--- config.mk ---
export PLATFORM = sky130hd
export DESIGN_NAME = dmem_arbiter_flat
export DESIGN_NICKNAME = d
export VERILOG_FILES = /design/src/rtl/dmem_arbiter_if.sv /design/src/rtl/dmem_arbiter.sv /design/src/flat_wrapper.sv
export SDC_FILE = /design/constraint.sdc
export NUM_CORES = 1
export LEC_CHECK = 0
export CAP_MARGIN = 15
export CORE_UTILIZATION = 32
export CTS_CLUSTER_DIAMETER = 30
export DETAILED_ROUTE_END_ITERATION = 16
export HOLD_SLACK_MARGIN = 0.05
export PLACE_DENSITY = 0.78
export SETUP_SLACK_MARGIN = 0.15
export SLEW_MARGIN = 40
export SYNTH_ARGS = -nofsm -noshare
export SYNTH_HDL_FRONTEND = slang
export SYNTH_SLANG_ARGS = --single-unit
--- constraint.sdc ---
create_clock -name clk -period 2.2 [get_ports clk]
set_clock_uncertainty 0.05 [all_clocks]
set_input_delay 0.44 -clock clk [delete_from_list [all_inputs] [get_ports clk]]
set_output_delay 0.44 -clock clk [all_outputs]
set_load 0.01 [all_outputs]
--- src/rtl/dmem_arbiter_if.sv ---
// Bus bundle for dmem_arbiter: two requester ports plus the single-port memory side.
// slave = arbiter view, master = requesters and memory together.
interface dmem_arbiter_if #(
    parameter int ADDR_WIDTH = 32,
    parameter int DATA_WIDTH = 32
);
    logic [1:0]            req;
    logic [1:0]            we;
    logic [ADDR_WIDTH-1:0] addr0;
    logic [ADDR_WIDTH-1:0] addr1;
    logic [DATA_WIDTH-1:0] wdata0;
    logic [DATA_WIDTH-1:0] wdata1;
    logic [1:0]            ack;
    logic [DATA_WIDTH-1:0] rdata;
    logic                  err;
    logic                  mem_read;
    logic                  mem_write;
    logic [ADDR_WIDTH-1:0] mem_address;
    logic [DATA_WIDTH-1:0] mem_write_data;
    logic [DATA_WIDTH-1:0] mem_read_data;

    modport slave (
        input  req, we, addr0, addr1, wdata0, wdata1, mem_read_data,
        output ack, rdata, err, mem_read, mem_write, mem_address, mem_write_data
    );

    modport master (
        output req, we, addr0, addr1, wdata0, wdata1, mem_read_data,
        input  ack, rdata, err, mem_read, mem_write, mem_address, mem_write_data
    );
endinterface

--- src/rtl/dmem_arbiter.sv ---
// Round-robin two-requester arbiter/sequencer for a single-port data memory (IDLE -> ACCESS -> RESP).
// Optional address/alignment fault check is compiled in with `define DMEM_ARB_BOUNDS_CHK_EN.
module dmem_arbiter #(
    parameter int ADDR_WIDTH = 32,
    parameter int DATA_WIDTH = 32,
    parameter int MEM_WORDS  = 4096
) (
    input logic           clk,
    input logic           rst_n,
    dmem_arbiter_if.slave bus
);

    localparam logic [1:0] IDLE   = 2'd0;
    localparam logic [1:0] ACCESS = 2'd1;
    localparam logic [1:0] RESP   = 2'd2;

    logic [1:0]            state;
    logic                  last_grant;
    logic                  cmd_id;
    logic                  cmd_we;
    logic                  cmd_fault;
    logic [ADDR_WIDTH-1:0] cmd_addr;
    logic [DATA_WIDTH-1:0] cmd_wdata;
    logic [DATA_WIDTH-1:0] rdata_q;
    logic                  err_q;

    logic                  sel_id;
    logic                  sel_we;
    logic                  sel_fault;
    logic [ADDR_WIDTH-1:0] sel_addr;
    logic [DATA_WIDTH-1:0] sel_wdata;
    logic                  access_ok;

    always_comb begin
        // NOTE: every variable gets a value before any branch, so no latch can be inferred.
        sel_id = bus.req[1];
        if (bus.req == 2'b11) begin
            sel_id = ~last_grant;
        end
        sel_addr  = sel_id ? bus.addr1  : bus.addr0;
        sel_wdata = sel_id ? bus.wdata1 : bus.wdata0;
        sel_we    = bus.we[sel_id];
    end

`ifdef DMEM_ARB_BOUNDS_CHK_EN
    localparam int unsigned MEM_BYTES = MEM_WORDS * 4;
    assign sel_fault = (sel_addr[1:0] != 2'b00) || (sel_addr >= ADDR_WIDTH'(MEM_BYTES));
`else
    assign sel_fault = 1'b0;
`endif

    always_ff @(posedge clk) begin
        // NOTE: sequential state uses non-blocking assignments only, so all registers update together.
        if (!rst_n) begin
            state      <= IDLE;
            last_grant <= 1'b1;
            cmd_id     <= 1'b0;
            cmd_we     <= 1'b0;
            cmd_fault  <= 1'b0;
            cmd_addr   <= '0;
            cmd_wdata  <= '0;
            rdata_q    <= '0;
            err_q      <= 1'b0;
        end else begin
            case (state)
                IDLE: begin
                    if (|bus.req) begin
                        cmd_id     <= sel_id;
                        cmd_we     <= sel_we;
                        cmd_fault  <= sel_fault;
                        cmd_addr   <= sel_addr;
                        cmd_wdata  <= sel_wdata;
                        last_grant <= sel_id;
                        state      <= ACCESS;
                    end
                end
                ACCESS: begin
                    // Stores and faulted commands return zero data.
                    rdata_q <= (cmd_we || cmd_fault) ? '0 : bus.mem_read_data;
                    err_q   <= cmd_fault;
                    state   <= RESP;
                end
                RESP:    state <= IDLE;
                default: state <= IDLE;
            endcase
        end
    end

    // Strobes are gated by rst_n directly so a reset landing on ACCESS aborts the store.
    assign access_ok          = rst_n && (state == ACCESS) && !cmd_fault;
    assign bus.mem_read       = access_ok && !cmd_we;
    assign bus.mem_write      = access_ok && cmd_we;
    assign bus.mem_address    = cmd_addr;
    assign bus.mem_write_data = cmd_wdata;
    assign bus.ack            = (state == RESP) ? (cmd_id ? 2'b10 : 2'b01) : 2'b00;
    assign bus.rdata          = rdata_q;
    assign bus.err            = err_q;

endmodule

--- src/flat_wrapper.sv ---
// flat-port wrapper written by rule: the top's interface ports become plain ports
module dmem_arbiter_flat 
#(
    parameter int ADDR_WIDTH = 32,
    parameter int DATA_WIDTH = 32,
    parameter int MEM_WORDS  = 4096
)
  (clk, rst_n, bus_req, bus_we, bus_addr0, bus_addr1, bus_wdata0, bus_wdata1, bus_mem_read_data, bus_ack, bus_rdata, bus_err, bus_mem_read, bus_mem_write, bus_mem_address, bus_mem_write_data);
  dmem_arbiter_if #(.ADDR_WIDTH(ADDR_WIDTH), .DATA_WIDTH(DATA_WIDTH)) bus_i ();
  input logic clk;
  input logic rst_n;
  input wire logic [$bits(bus_i.req)-1:0] bus_req;
  input wire logic [$bits(bus_i.we)-1:0] bus_we;
  input wire logic [$bits(bus_i.addr0)-1:0] bus_addr0;
  input wire logic [$bits(bus_i.addr1)-1:0] bus_addr1;
  input wire logic [$bits(bus_i.wdata0)-1:0] bus_wdata0;
  input wire logic [$bits(bus_i.wdata1)-1:0] bus_wdata1;
  input wire logic [$bits(bus_i.mem_read_data)-1:0] bus_mem_read_data;
  output wire logic [$bits(bus_i.ack)-1:0] bus_ack;
  output wire logic [$bits(bus_i.rdata)-1:0] bus_rdata;
  output wire logic [$bits(bus_i.err)-1:0] bus_err;
  output wire logic [$bits(bus_i.mem_read)-1:0] bus_mem_read;
  output wire logic [$bits(bus_i.mem_write)-1:0] bus_mem_write;
  output wire logic [$bits(bus_i.mem_address)-1:0] bus_mem_address;
  output wire logic [$bits(bus_i.mem_write_data)-1:0] bus_mem_write_data;
  assign bus_i.req = bus_req;
  assign bus_i.we = bus_we;
  assign bus_i.addr0 = bus_addr0;
  assign bus_i.addr1 = bus_addr1;
  assign bus_i.wdata0 = bus_wdata0;
  assign bus_i.wdata1 = bus_wdata1;
  assign bus_i.mem_read_data = bus_mem_read_data;
  assign bus_ack = bus_i.ack;
  assign bus_rdata = bus_i.rdata;
  assign bus_err = bus_i.err;
  assign bus_mem_read = bus_i.mem_read;
  assign bus_mem_write = bus_i.mem_write;
  assign bus_mem_address = bus_i.mem_address;
  assign bus_mem_write_data = bus_i.mem_write_data;
  dmem_arbiter #(.ADDR_WIDTH(ADDR_WIDTH), .DATA_WIDTH(DATA_WIDTH), .MEM_WORDS(MEM_WORDS)) u_core (.clk(clk), .rst_n(rst_n), .bus(bus_i));
endmodule
Word level (Yosys, flattened, before mapping):

Cells that the tools add are included.

* bits in registers: 101
* input bits: 166
* logic and storage cells: 30
* output and inout bits: 101

* bitwise logic cells: 1
* magnitude comparators: 1
* multiplexer cells: 10
* reductions and logical operators: 7
* equality and inequality tests: 4

Operators with widths (number)
* 32-bit two-way mux: 3
* 2-bit two-way mux: 3
* 2-bit equality test, second input constant: 2
* 2-bit case mux with 2 select lines: 1
* 1-bit logical AND: 3
* 1-bit two-way mux: 3
* 2-bit by 1-bit equality test with 1-bit output, second input constant: 1
* 2-bit zero test: 1
* 1-bit by 2-bit < comparator with 1-bit output, second input constant: 1
* 2-bit by 1-bit inequality test with 1-bit output, second input constant: 1
* 2-bit AND reduction: 1
* 2-bit OR reduction: 1
* 1-bit zero test: 1
* 1-bit NOT: 1

Depth between registers and ports, before layout:

* depth after elaboration: 4
* mapped depth: 5
* gate-level depth less buffers: 3

Worst setup path before layout:

Ideal clock, no wire load.

* path kind: input-to-output
* start point: input rst_n
* end point: output bus_mem_read
* path slack: 728 ps
* arrival: 982 ps
* stages on the path: 4
* required time: 1710 ps
* path buffers: 2
* path through: and3b_1 nor2b_4 buf_6 buf_6

* word-level cells in the longest chain between the ends: 2

Ends and longest elaborated chain
* start: declaration: line flat_wrapper.sv:11 `input logic rst_n;`
* 1-bit logical AND: line dmem_arbiter.sv:90 `assign access_ok = rst_n && (state == ACCESS) && !cmd_fault;`
* 1-bit logical AND: line dmem_arbiter.sv:91 `assign bus.mem_read = access_ok && !cmd_we;`
* end: declaration: line flat_wrapper.sv:22 `output wire logic [$bits(bus_i.mem_read)-1:0] bus_mem_read;`

Every way passes these cells.

Worst setup path after layout:

* start point: input rst_n
* end point: output bus_mem_write

* word-level cells in the longest chain between the ends: 2

Ends and longest elaborated chain
* 1-bit logical AND: line dmem_arbiter.sv:90
* 1-bit logical AND: line dmem_arbiter.sv:92 `assign bus.mem_write = access_ok && cmd_we;`
* end: declaration: line flat_wrapper.sv:23 `output wire logic [$bits(bus_i.mem_write)-1:0] bus_mem_write;`

Every way passes these cells.

==> impl_results.md <==
- CTS Hold Bufs: 0
- Buffers on Ports: 265
- Antenna cells: 0
- Crit Path Category: input port to output pin
- WL/cell: approximately 17 um
- Reg-to-reg critical path startpoint: u_core.state[0]$_SDFFE_PN0P_
- Drt drc: 0
- Initial core utilization: around 33%
- H-tree Lvls: 3
- Slew Limit Fails: 0
- Crit path time final: 2.00 ns
- Overflow after GRT: 0
- Placed Instance Area: approximately 7000 sq um
- 1st-iter DRT viols: approximately 260
- Static leakage: ~2.7 nW
- Area Growth Syn to Fin: 72.2%
- Hold depth: 1
- Hold WC Path Type: register to register
- R2R cell count: 5
- RSZ-0062 raised after global routing: no
- Synth Warn #: 0
- Top cell type's share of synthesized area: around 48%
- Root Driver: clkbuf_16
- Max cap viols: 0
- CP endpoint kind: output pin
- Fin util: ~57%
- Largest fanout on the critical path: 3
- # fillers: between 1000 and 1500
- Total GRT Usage: ~22%
- Avg Vias per Cell: ~5.2
- Gpl congestion: between 0.8 and 0.9
- Number of synthesized register bits: 101
- TritonRoute pass-1 iters: 4
- Fraction of layout cells with a size suffix above 1: under 10%
- Syn Area/Cell: a little over 9 sq um
- Commonest non-fill, non-tap cell in the layout: clkdlybuf4s50_1
- Arr. time, crit path: 1.51 ns
- FP Rows: 41
- Post-route clock period utilization: 91.0%
- RR Endpoint: u_core.bus.mem_write_data[17]$_SDFFE_PN0P_
- Setup TNS: 0 ns
- Number of cells produced by synthesis: ~470
- Skew-Pair Late Insertion Delay: roughly 0.35 ns
- CTS Buf Count: 9
- Clock Path Buffers: 2
- Synth Cell Area: 4220 sq um
- Final Net Count: roughly 870
- Setup Viol. Count Final: 0
- Status: finished clean
- CP required: between 1.5 and 2 ns
- Hold Path Origin: u_core.bus.rdata[9]$_SDFFE_PN0N_
- DR vias: around 4600
- Reg2Reg Setup Slack: roughly 0.63 ns
- Commonest cells after routing, fill and taps aside: clkdlybuf4s50_1, nand2_1, dfxtp_1, a21oi_1, a311oi_1
- Core Box Area: ~13000 sq um
- Max frequency: roughly 500 MHz
- Detail Placement HPWL: ~11000 um
- Chip width: ~120 um
- Clk sink count: 101
- Final instance area: 7260 sq um
- Vias in the first global route: 4591
- Post-synthesis cell type count: 24
- Die Ht: about 120 um
- Hold Vio Cnt, Final: 0
- Largest cells by area after synthesis: dfxtp_1, nand2_1, a311oi_1
- Sequential area share after synthesis: between 40% and 50%
- Worst VDD drop: between 0.4 and 0.5 mV
- Placed cell count: ~870
- Critical Path Start Type: input port
- CTS clk-pin slew, worst paths: 0.07 ns
- Mapped Nets: 631
- Finished Layout Cells: slightly below 900
- Pin count of the biggest net entering global routing: between 40 and 50
- CTS tree: yes
- First-pass GRT wire length: between 20000 and 25000 um
- PD cells: around 700 nW/um^2
- Largest area contributor in the netlist: dfxtp_1
- Hold path endpoint: u_core.bus.rdata[9]$_SDFFE_PN0N_
- WL final: between 15000 and 20000 um
- Boundary Pins: approximately 270
- Initial antenna violation count: 0
- Post-route ant nets: 0
- Die area: around 14000 sq um
- Post-CTS Setup Bufs: 0
==> how the worst max path moves through the flow <==
stage               startpoint            end  slack, ns  cells after the start
floorplan                rst_n   bus_mem_read       0.73                      4
global placement         rst_n   bus_mem_read      -0.18                      4
detailed placement       rst_n   bus_mem_read      -0.19                      4
CTS                      rst_n   bus_mem_read        0.1                      4
global route             rst_n  bus_mem_write       0.16                      4
finish                   rst_n  bus_mem_write       0.20                      4
==> state kept, by name, indices dropped and copies added, names as in the netlist <==
register	flops
u_core.bus.mem_address	32
u_core.bus.mem_write_data	32
u_core.bus.rdata	32
u_core.state	2
u_core.cmd_id	1
u_core.cmd_we	1
u_core.last_grant	1
==> cells by family (layout without fill, tap and decap cells) <==
group,count (synthesis),count (layout),synth area share [%]
simple gates,143,143,13.5
flops,101,101,47.9
buf+inv,52,297,7.86
other cells,1,1,0.0889
compound gates,168,168,30.6
==> synthesized netlist by cell type <==
| master | count |
|---|---|
| a311oi_1 | 53 |
| a21boi_2 | 1 |
| nor2_2 | 1 |
| o21ai_0 | 2 |
| conb_1 | 1 |
| a21oi_1 | 67 |
| nand2_1 | 130 |
| nor3b_1 | 1 |
| a22o_1 | 32 |
| nor2_1 | 2 |
| inv_1 | 2 |
| or2_1 | 2 |
| buf_4 | 7 |
| dfxtp_1 | 101 |
| nor2b_4 | 1 |
| buf_6 | 11 |
| buf_2 | 22 |
| a311oi_2 | 12 |
| nor3_1 | 2 |
| a21bo_2 | 1 |
| and2_1 | 1 |
| clkbuf_1 | 10 |
| and3b_1 | 1 |
| nand3_1 | 2 |
==> power breakdown <==
part | switching, mW | leakage (nW) | total [mW] | internal [mW]
Clock | 0.686 | 0.141 | 1.54 | 0.854
Combinational | 0.612 | 1.75 | 1.40 | 0.787
Sequential | 0.109 | 0.834 | 2.12 | 2.01
Total | 1.41 | 2.73 | 5.06 | 3.66
==> worst max-delay path, cell delays in order <==
cell and delay [ns]:
clkdlybuf4s50_1 0.48, and3b_2 0.23, and2_4 0.15, clkdlybuf4s15_2 0.22
==> metal layers <==
layer	share of wire, %	vias to the layer above	GRT usage (%)
met3	11	24	8.19
met5	0	-	0
met2	49	245	39.3
met1	38	2165	23.3
li1	-	2179	-
met4	2.0	0	9.11
==> repair_timing <==
item,4_1_cts,5_1_grt
gates resized for setup,8,3
pin swaps,0,1
setup endpoints to repair,4,2
==> final cells by class <==
| cell class | count | area, sq um | area share [%] |
|---|---|---|---|
| Clock inverter | 2 | 17.5 | 0.241 |
| Sequential cell | 101 | 2020 | 27.9 |
| Tap cell | 172 | 215 | 2.96 |
| Multi-Input combinational cell | 312 | 1890 | 26.1 |
| Clock buffer | 12 | 267 | 3.67 |
| Timing Repair Buffer | 281 | 2840 | 39.1 |
| Inverter | 2 | 7.51 | 0.103 |
==> per-stage QoR <==
step	hold WS, ns	setup WS (ns)	power, mW
3_5_place_dp	0.407	-0.195	3.56
4_1_cts	0.427	0.0995	5.10
6_report	0.426	0.198	5.06
2_1_floorplan	0.412	0.728	2.76
3_3_place_gp	0.406	-0.184	3.52
5_1_grt	0.438	0.155	5.29
No activity file was read; power rests on OpenSTA's default activity.
